### src/rtl/trace_buffer_pkg.sv
// Shared definitions for the trace recorder: FSM state codes and the
// record layout {step, insn, fetch_addr, stall, is_wb, wb_regno, wb_data}.
package trace_buffer_pkg;

    typedef enum logic [1:0] {
        ST_IDLE = 2'd0,
        ST_PRE  = 2'd1,
        ST_POST = 2'd2,
        ST_DONE = 2'd3
    } trace_state_t;

    function automatic int rec_width(input int cycle_w, input int data_w, input int regno_w);
        return cycle_w + 3 * data_w + 2 + regno_w;
    endfunction

    // Field offsets from bit 0 of a record (wb_data sits at the bottom).
    function automatic int off_wb_regno(input int data_w);
        return data_w;
    endfunction

    function automatic int off_is_wb(input int data_w, input int regno_w);
        return data_w + regno_w;
    endfunction

    function automatic int off_stall(input int data_w, input int regno_w);
        return data_w + regno_w + 1;
    endfunction

    function automatic int off_fetch(input int data_w, input int regno_w);
        return data_w + regno_w + 2;
    endfunction

    function automatic int off_insn(input int data_w, input int regno_w);
        return 2 * data_w + regno_w + 2;
    endfunction

    function automatic int off_step(input int data_w, input int regno_w);
        return 3 * data_w + regno_w + 2;
    endfunction

endpackage

### src/rtl/trace_buffer_if.sv
// Readout handshake of the trace recorder: the consumer (master) pulses
// rd_req, the recorder (slave) answers one cycle later with rd_valid/rd_data.
interface trace_buffer_if
    import trace_buffer_pkg::*;
#(
    parameter int REC_W = rec_width(32, 32, 5)
);
    logic             rd_req;
    logic             rd_valid;
    logic             rd_last;
    logic [REC_W-1:0] rd_data;

    modport master (output rd_req, input rd_valid, input rd_data, input rd_last);
    modport slave  (input rd_req, output rd_valid, output rd_data, output rd_last);
endinterface

### src/rtl/trace_buffer_ram.sv
// Simple dual-port record store: one write port, one read port with a
// registered output (data appears the cycle after re).
module trace_buffer_ram #(
    parameter int DEPTH = 16,
    parameter int REC_W = 135
) (
    input  logic                     clk,
    input  logic                     we,
    input  logic [$clog2(DEPTH)-1:0] waddr,
    input  logic [REC_W-1:0]         wdata,
    input  logic                     re,
    input  logic [$clog2(DEPTH)-1:0] raddr,
    output logic [REC_W-1:0]         rdata
);
    logic [REC_W-1:0] mem [DEPTH];

    // Store one record per qualified capture cycle.
    always_ff @(posedge clk) begin
        if (we) mem[waddr] <= wdata;
    end

    // Registered read; contents are left intact so playback can repeat.
    always_ff @(posedge clk) begin
        if (re) rdata <= mem[raddr];
    end
endmodule

### src/rtl/trace_buffer.sv
// Per-cycle pipeline trace recorder: circular capture with masked
// instruction trigger and post-trigger count, then oldest-first playback.
// Optional feature macro: TRACE_STALL_FILTER_EN (drop stall-only cycles).
module trace_buffer
    import trace_buffer_pkg::*;
#(
    parameter int DATA_W  = 32,
    parameter int REGNO_W = 5,
    parameter int DEPTH   = 16,
    parameter int CYCLE_W = 32
) (
    input  logic                     clk,
    input  logic                     rst,
    input  logic [DATA_W-1:0]        insn,
    input  logic [DATA_W-1:0]        fetch_addr,
    input  logic                     stall,
    input  logic                     is_wb,
    input  logic [REGNO_W-1:0]       wb_regno,
    input  logic [DATA_W-1:0]        wb_data,
    input  logic                     arm,
    input  logic                     clear,
    input  logic [DATA_W-1:0]        trig_insn,
    input  logic [DATA_W-1:0]        trig_mask,
    input  logic                     trig_force,
    input  logic [$clog2(DEPTH)-1:0] post_len,
    trace_buffer_if.slave            rd,
    output logic [1:0]               state_o,
    output logic                     done,
    output logic                     overflow
);
    localparam int PTR_W = $clog2(DEPTH);
    localparam int REC_W = rec_width(CYCLE_W, DATA_W, REGNO_W);
    localparam logic [PTR_W:0] FULL = (PTR_W + 1)'(DEPTH);

    trace_state_t       state, state_nx;
    logic [CYCLE_W-1:0] step;
    logic [PTR_W-1:0]   wr_ptr, wr_ptr_nx, rd_ptr, post_cnt;
    logic [PTR_W:0]     count, count_nx, remaining;
    logic               qual, trig_hit, wr_en, rd_en, arm_go, enter_done;
    logic               rd_vld_p1, rd_last_p1;
    logic [REC_W-1:0]   wr_rec, ram_q;

`ifdef TRACE_STALL_FILTER_EN
    // A fetch stall with no writeback carries no new information.
    assign qual = !(stall && !is_wb);
`else
    assign qual = 1'b1;
`endif

    assign trig_hit   = trig_force | ((insn & trig_mask) == (trig_insn & trig_mask));
    assign wr_rec     = {step, insn, fetch_addr, stall, is_wb, wb_regno, wb_data};
    assign enter_done = (state_nx == ST_DONE) && (state != ST_DONE);
    assign state_o    = state;

    // State register.
    always_ff @(posedge clk or posedge rst) begin
        if (rst) state <= ST_IDLE;
        else     state <= state_nx;
    end

    // Next-state logic; clear overrides every other event.
    always_comb begin
        state_nx = state;
        if (clear) begin
            state_nx = ST_IDLE;
        end else begin
            case (state)
                ST_IDLE: if (arm) state_nx = ST_PRE;
                ST_PRE:  if (qual && trig_hit) state_nx = (post_len == '0) ? ST_DONE : ST_POST;
                ST_POST: if (qual && post_cnt == PTR_W'(1)) state_nx = ST_DONE;
                ST_DONE: if (arm) state_nx = ST_PRE;
                default: state_nx = ST_IDLE;
            endcase
        end
    end

    // Per-state strobes: record writes, arming and readout acceptance.
    always_comb begin
        wr_en  = 1'b0;
        rd_en  = 1'b0;
        arm_go = 1'b0;
        done   = 1'b0;
        case (state)
            ST_IDLE: arm_go = arm && !clear;
            ST_PRE,
            ST_POST: wr_en = qual && !clear;
            ST_DONE: begin
                done   = 1'b1;
                arm_go = arm && !clear;
                rd_en  = rd.rd_req && !clear && (remaining != '0);
            end
            default: ;
        endcase
    end

    // Write pointer / fill count after this cycle; readout setup needs them.
    always_comb begin
        wr_ptr_nx = wr_ptr;
        count_nx  = count;
        if (arm_go) begin
            wr_ptr_nx = '0;
            count_nx  = '0;
        end else if (wr_en) begin
            wr_ptr_nx = wr_ptr + 1'b1;
            if (count != FULL) count_nx = count + 1'b1;
        end
    end

    // Free-running step stamp, untouched by arm/clear.
    always_ff @(posedge clk or posedge rst) begin
        if (rst) step <= '0;
        else     step <= step + 1'b1;
    end

    // Capture and playback bookkeeping.
    always_ff @(posedge clk or posedge rst) begin
        if (rst) begin
            wr_ptr    <= '0;
            count     <= '0;
            overflow  <= 1'b0;
            post_cnt  <= '0;
            rd_ptr    <= '0;
            remaining <= '0;
        end else begin
            wr_ptr <= wr_ptr_nx;
            count  <= count_nx;
            if (arm_go)                      overflow <= 1'b0;
            else if (wr_en && count == FULL) overflow <= 1'b1;
            if (wr_en) begin
                if (state == ST_PRE && trig_hit) post_cnt <= post_len;
                else if (state == ST_POST)       post_cnt <= post_cnt - 1'b1;
            end
            if (enter_done) begin
                // A wrapped buffer starts at the oldest entry, i.e. the next write slot.
                rd_ptr    <= (count_nx != FULL) ? '0 : wr_ptr_nx;
                remaining <= count_nx;
            end else if (rd_en) begin
                rd_ptr    <= rd_ptr + 1'b1;
                remaining <= remaining - 1'b1;
            end
        end
    end

    // ---- stage p1: RAM read data returns alongside its valid ----
    always_ff @(posedge clk or posedge rst) begin
        if (rst) begin
            rd_vld_p1  <= 1'b0;
            rd_last_p1 <= 1'b0;
        end else begin
            rd_vld_p1  <= rd_en;
            rd_last_p1 <= rd_en && (remaining == (PTR_W + 1)'(1));
        end
    end

    assign rd.rd_valid = rd_vld_p1;
    assign rd.rd_last  = rd_vld_p1 & rd_last_p1;
    assign rd.rd_data  = rd_vld_p1 ? ram_q : '0;

    trace_buffer_ram #(
        .DEPTH (DEPTH),
        .REC_W (REC_W)
    ) u_ram (
        .clk   (clk),
        .we    (wr_en),
        .waddr (wr_ptr),
        .wdata (wr_rec),
        .re    (rd_en),
        .raddr (rd_ptr),
        .rdata (ram_q)
    );
endmodule
### src/flat_wrapper.sv
// flat-port wrapper written by rule: the top's interface ports become plain ports
module trace_buffer_flat import trace_buffer_pkg::*;
#(
    parameter int DATA_W  = 32,
    parameter int REGNO_W = 5,
    parameter int DEPTH   = 16,
    parameter int CYCLE_W = 32
)
  (clk, rst, insn, fetch_addr, stall, is_wb, wb_regno, wb_data, arm, clear, trig_insn, trig_mask, trig_force, post_len, state_o, done, overflow, rd_rd_req, rd_rd_valid, rd_rd_data, rd_rd_last);
  trace_buffer_if rd_i ();
  input  logic clk;
  input  logic rst;
  input  logic [DATA_W-1:0] insn;
  input  logic [DATA_W-1:0] fetch_addr;
  input  logic stall;
  input  logic is_wb;
  input  logic [REGNO_W-1:0] wb_regno;
  input  logic [DATA_W-1:0] wb_data;
  input  logic arm;
  input  logic clear;
  input  logic [DATA_W-1:0] trig_insn;
  input  logic [DATA_W-1:0] trig_mask;
  input  logic trig_force;
  input  logic [$clog2(DEPTH)-1:0] post_len;
  output logic [1:0] state_o;
  output logic done;
  output logic overflow;
  input wire logic [$bits(rd_i.rd_req)-1:0] rd_rd_req;
  output wire logic [$bits(rd_i.rd_valid)-1:0] rd_rd_valid;
  output wire logic [$bits(rd_i.rd_data)-1:0] rd_rd_data;
  output wire logic [$bits(rd_i.rd_last)-1:0] rd_rd_last;
  assign rd_i.rd_req = rd_rd_req;
  assign rd_rd_valid = rd_i.rd_valid;
  assign rd_rd_data = rd_i.rd_data;
  assign rd_rd_last = rd_i.rd_last;
  trace_buffer #(.DATA_W(DATA_W), .REGNO_W(REGNO_W), .DEPTH(DEPTH), .CYCLE_W(CYCLE_W)) u_core (.clk(clk), .rst(rst), .insn(insn), .fetch_addr(fetch_addr), .stall(stall), .is_wb(is_wb), .wb_regno(wb_regno), .wb_data(wb_data), .arm(arm), .clear(clear), .trig_insn(trig_insn), .trig_mask(trig_mask), .trig_force(trig_force), .post_len(post_len), .rd(rd_i), .state_o(state_o), .done(done), .overflow(overflow));
endmodule
### config.mk
export PLATFORM = sky130hd
export DESIGN_NAME = trace_buffer_flat
export DESIGN_NICKNAME = d
export VERILOG_FILES = /design/src/rtl/trace_buffer_pkg.sv /design/src/rtl/trace_buffer_if.sv /design/src/rtl/trace_buffer_ram.sv /design/src/rtl/trace_buffer.sv /design/src/flat_wrapper.sv
export SDC_FILE = /design/constraint.sdc
export NUM_CORES = 2
export LEC_CHECK = 0
export ABC_CLOCK_PERIOD_IN_PS = 6700
export CORE_MARGIN = 2
export CORE_UTILIZATION = 61
export DETAILED_ROUTE_END_ITERATION = 10
export PLACE_DENSITY_LB_ADDON = 0.12
export SKIP_LAST_GASP = 1
export SLEW_MARGIN = 10
export SYNTH_ARGS = -nofsm -noshare
export SYNTH_HDL_FRONTEND = slang
export SYNTH_SLANG_ARGS = --single-unit
export TNS_END_PERCENT = 30
### constraint.sdc
create_clock -name clk -period 6.7 [get_ports clk]
set_clock_uncertainty 0.15 [all_clocks]
set_input_delay 0.67 -clock clk [delete_from_list [all_inputs] [get_ports clk]]
set_output_delay 0.67 -clock clk [all_outputs]
set_load 0.05 [all_outputs]
Word-level counts from Yosys, hierarchy flattened --
Memories as Yosys holds them, arrays and structs flattened. A register that Yosys moved wholly into a read port is not among the register bits. Index checks and enable logic that the tools add are counted.
Word-level totals: bits of input ports 177, memories 1, memory bits (writable) 2160, output and inout port bits 141, flip-flop bits (word level) 59
Cells by class: reduce and logical (&&, ||, !) cells 17, muxes and demuxes 27, bitwise gates (word level) 4, equality and inequality tests 11, add/subtract/negate cells 6
Memory list:
- u_core.u_ram.mem | words 16, bits a word 135, read ports 1, clocked after memory_dff 1, wr ports 1, line trace_buffer_ram.sv:15 | logic [REC_W-1:0] mem [DEPTH];
Operators with widths (count):
- $mux 135 | 1
- $and 32x32->32 | 2
- $add 32x1->32 const B | 1
- $eq 32x32->1 | 1
- $mux 4 | 7
- $mux 5 | 5
- $ne 5x5->1 const B | 2
- $mux 1 | 9
- $add 4x1->4 const B | 2
- $mux 2 | 4
- $logic_and 1x1->1 | 7
- $eq 2x2->1 const B | 3
- $pmux 2 s3 | 1
- $reduce_bool 2->1 | 3
- $add 5x1->5 const B | 1
- $eq 5x1->1 const B | 1
- $eq 5x5->1 const B | 1
- $reduce_bool 5->1 | 1
- $sub 5x1->5 const B | 1
- $eq 4x1->1 const B | 1
- $logic_not 4->1 | 1
- $reduce_or 2->1 | 2
- $sub 4x1->4 const B | 1
- $eq 2x1->1 const B | 1
- 6 further kinds | 6

Longest topological paths before layout --
depth after elaboration 9, depth in mapped cells 11, depth with buffers taken out 10

By module --
Synthesis repeated with hierarchy kept, for this count alone.
Second synthesis, totals: cell total of the unflattened synthesis 4017, area, all modules 89494.6 um^2
Modules (own cells, without submodules):
- trace_buffer_ram | sequential area each 68916.1 um^2, area each 85278.0 um^2, cells an instance 3541, instances 1
- trace_buffer | sequential area each 1476.4 um^2, area each 4216.5 um^2, cells an instance 476, instances 1

Worst setup path after synthesis --
No wires, ideal clock.
path kind flip-flop to flip-flop, start point register u_core.state[0] (netlist: u_core.state_o[0]), end point memory u_core.u_ram.mem[10][0], enable pin, buffers on the path 1, cell stages (with the launch flop) 7, arrival time 5.063 ns, library setup time 0.510 ns, setup slack 0.977 ns, required time 6.040 ns, cells stage by stage dfrtp_1 inv_1 ha_1 or2_2 clkbuf_1 nor3b_1 and2_1
On the way: cells in the longest elaborated chain, start to end 5
Ends and longest elaborated chain:
- start: declaration | line trace_buffer.sv:35 | trace_state_t state, state_nx;
- start signal: assignment | line trace_buffer.sv:58 | else state <= state_nx;
- $eq 2x2->1 / $eq 2x1->1 (equally long branches) | line trace_buffer.sv:83 | case (state)
- $reduce_or 2->1 (*) | line trace_buffer.sv:83
- $mux 1 (*) | line trace_buffer.sv:83
- $mux 1 (*) | line trace_buffer_ram.sv:19 | if (we) mem[waddr] <= wdata;
- $mux 1 (implied by the code) (*) | line trace_buffer_ram.sv:19
- end: declaration | line trace_buffer_ram.sv:15
Every way passes the cells marked *; elsewhere a longest branch is shown, timed or not.

Worst setup path in the final report --
start point register u_core.rd_vld_p1 (netlist: u_core.rd.rd_valid), end point output port rd_rd_data[39]
On the way: cells in the longest elaborated chain, start to end 1
Ends and longest elaborated chain:
- start: declaration | line trace_buffer.sv:40 | logic rd_vld_p1, rd_last_p1;
- start signal: assignment | line trace_buffer.sv:150 | rd_vld_p1 <= rd_en;
- $mux 135 | line trace_buffer.sv:157 | assign rd.rd_data = rd_vld_p1 ? ram_q : '0;
- end: declaration | line flat_wrapper.sv:30 | output wire logic [$bits(rd_i.rd_data)-1:0] rd_rd_data;
Every way passes these cells.

==> results.yml <==
yosys:
  synthFlopType: "edfxtp_1"
  netlist.area_leader.share: 0.760
  ys_seq_area_frac: 0.777
  synthSimpleGateAreaFrac: 0.0229
  async_flop_share: 0.0251
  yosysMostFrequentCell: "edfxtp_1"
  syn_area_per_cell_sq_um: 19.5
  ys.warnings.count: 0
  synth_top_family_by_area: "multiplexers"
  synth_nets: 4850
  synth_mux_area_frac: 0.129
  ys_top_cells_by_area: "edfxtp_1 (76%), mux4_2 (6.7%), mux2i_1 (4.5%), mux2_2 (1.7%), dfrtp_1 (1.6%)"
  yosys_register_bits: 2354
  yosys-top-cells-count: "edfxtp_1 (2,295), mux2i_1 (407), o21ai_0 (281)"
  syn_inst: 4656
  synth-xor-area-share: 0.00696
  synth_compound_area_frac: 0.0504
  yosysUniqueCellTypes: 43
  yosysTopAreaCell: "edfxtp_1"
  synth_edf_count: 2295
  synthAdderAreaFrac: 0.00235
  synth_area_sq_um: 90600
timing:
  final_hold_viol_count: 0
  min_period_ns: 4.28
  finalMaxSlewViolations: 0
  tightest_slew_ns: 1.23
  setup_tns_ns: 0
  setup_viol: 0
  layout_setup_ws_ns: 2.42
  relSlewSlack: 0.177
  fmaxAchievable_ghz: 0.234
  finalCritPeriodShare: 0.639
  rsz0062_at_grt: "no"
power:
  vdd.ir_drop.worst_mv: 0.298
  seqPwrFrac: 0.468
  power.density_nw_per_um2: 356
  p_sw_frac: 0.271
  p_switching_uw: 9940
  p_comb_frac: 0.212
  pwr-share-clk: 0.320
  total_leakage_power_uw: 0.0340
  p_int_uw: 26800
grt:
  grt-ovfl-total: 0
  grt_max_degree: 174
  grt_use_total: 0.277
  grt_pass1_wl_um: 307000
  grt_pass1_vias: 46200
  grt_antenna_before_repair: 15
placed_design:
  gp_congestion: 0.771
  dp_hpwl_um: 104000
  port-buffer-count: 317
  dp_slack_ns: 1.74
worst_setup_path:
  crit_chain: "buf_12, and2_1, clkdlybuf4s50_1"
  r2r-end: "u_core.u_ram.mem[9][55]"
  critical_path_class: "flip-flop to primary output"
  arrival_ns: 3.46
  rr_worst_depth: 6
  rrSetupSlack_ns: 2.71
  slowest_delay_ns: 1.02
  worstPathMaxFanout: 72
  worst_setup_path_start_kind: "flip-flop"
  critical_path.slowest_cell: "dfrtp_4"
  rr_startpoint: "u_core.state_o[0]"
  worst_ep_required_time_ns: 5.88
  critPathCaptureType: "primary output"
routing:
  drt_iter0_drc: 4698
  vias: 46100
  wire_per_inst_um: 29.5
  wirelength_um: 211000
  first_pass_iters: 6
  vias_per_cell: 6.44
  ant_nets: 0
  drc: 0
floorplanning:
  dieWidth_um: 389
  pin_count: 318
  fp.dieH_um: 389
  start_util: 0.614
  rows: 141
  core_sq_um: 148000
  dieArea_sq_um: 152000
clock_network:
  cts_tree: "built"
  cts_max_path_buffers: 3
  ctsRootBufferMaster: "clkbuf_16"
  holdBufCountCts: 0
  clk_latency_ns: 0.83
  h-tree-depth: 4
  cts_resized: 0
  cts_made_buffers: 223
  path_clk_slew_ns: 0.06
  clock_sinks: 2354
  postCtsSetupBuffers: 0
final_layout:
  areaGrowthSynthToFinish_pct: 13.7
  nets: 5223
  final_util: 0.698
  layout-drive-gt1-share: 0.154
worst_hold_path:
  min_path_type: "primary input to asynchronous set/reset pin"
job:
  max_cap_viol_count: 0
status:
  outcome: "finished, final reports clean"
layout make-up:
type | count | area, sq um
Antenna cell | 5 | 12.5
Clock buffer | 292 | 6020
Tap cell | 1930 | 2410
Sequential cell | 2354 | 70400
Timing Repair Buffer | 391 | 4170
Inverter | 22 | 90.1
Clock inverter | 120 | 719
Fill cell | 9064 | 44600
Multi-Input combinational cell | 2037 | 19200
logic make-up (layout without fill, tap and decap cells):
family | after synthesis | in the layout
flops | 2354 | 2354
compound gates | 730 | 730
other cells | 0 | 5
simple gates | 406 | 406
buf+inv | 265 | 825
mux | 812 | 812
xor+xnor | 72 | 72
fa+ha+maj | 17 | 17
through the flow:
step	power [uW]	cells	instance area, sq um	hold slack [ns]
final	36700	7151	103000	0.231
after global routing	38100	7149	103000	0.293
after CTS	36900	7146	103000	0.227
after detailed placement	25300	6734	96300	0.391
after global placement	25200	6734	96300	0.386
after floorplan	23200	4656	90600	0.343
worst max-delay path, delay by kind of cell, from the launching register on:
family	cells	cell delay (ns)
simple gates	1	0.31
buf+inv	2	1.24
flops	1	1.02
power by group through the flow:
stage / clock network (uW) / registers (uW) / logic [uW]
global placement: 0 / 17500 / 7710
floorplan: 0 / 17400 / 5800
global route: 12400 / 17200 / 8410
CTS: 11900 / 17200 / 7850
detailed placement: 0 / 17500 / 7800
finish: 11700 / 17200 / 7790
how the worst max path moves through the flow:
stage	slack (ns)	start	endpoint
after global routing	2.28	u_core.rd.rd_valid	rd_rd_data[39]
final	2.42	u_core.rd.rd_valid	rd_rd_data[39]
after floorplan	0.98	u_core.state_o[0]	u_core.u_ram.mem[10][0]
after global placement	1.82	insn[11]	u_core.remaining[2]
after detailed placement	1.74	insn[28]	u_core.remaining[2]
after CTS	2.34	u_core.rd.rd_valid	rd_rd_data[24]
layer usage:
metal  global-route usage  routed length (um)
met1                0.400               87400
met3               0.0460               15300
met5                    0                  56
met2                0.451              104000
met4               0.0652                4000
layout by cell type, fill, tap and decap left out, drive strengths merged, types with 151 or more instances in the layout:
cell           count
clkbuf           292
and2             153
a21oi            152
mux4             270
nand2            167
mux2i            407
o21ai            283
a22oi            151
clkdlybuf4s50    317
edfxtp          2295
sequential cells by signal (all words and copies together), names as in the netlist:
name	count
u_core.post_cnt	4
u_core.rd_last_p1	1
u_core.count	5
u_core.wr_ptr	4
u_core.u_ram.rdata	135
u_core.rd.rd_valid	1
u_core.rd_ptr	4
u_core.remaining	5
u_core.u_ram.mem	2160
u_core.step	32
u_core.state_o	2
u_core.overflow	1
No activity file was read; power rests on OpenSTA's default activity.
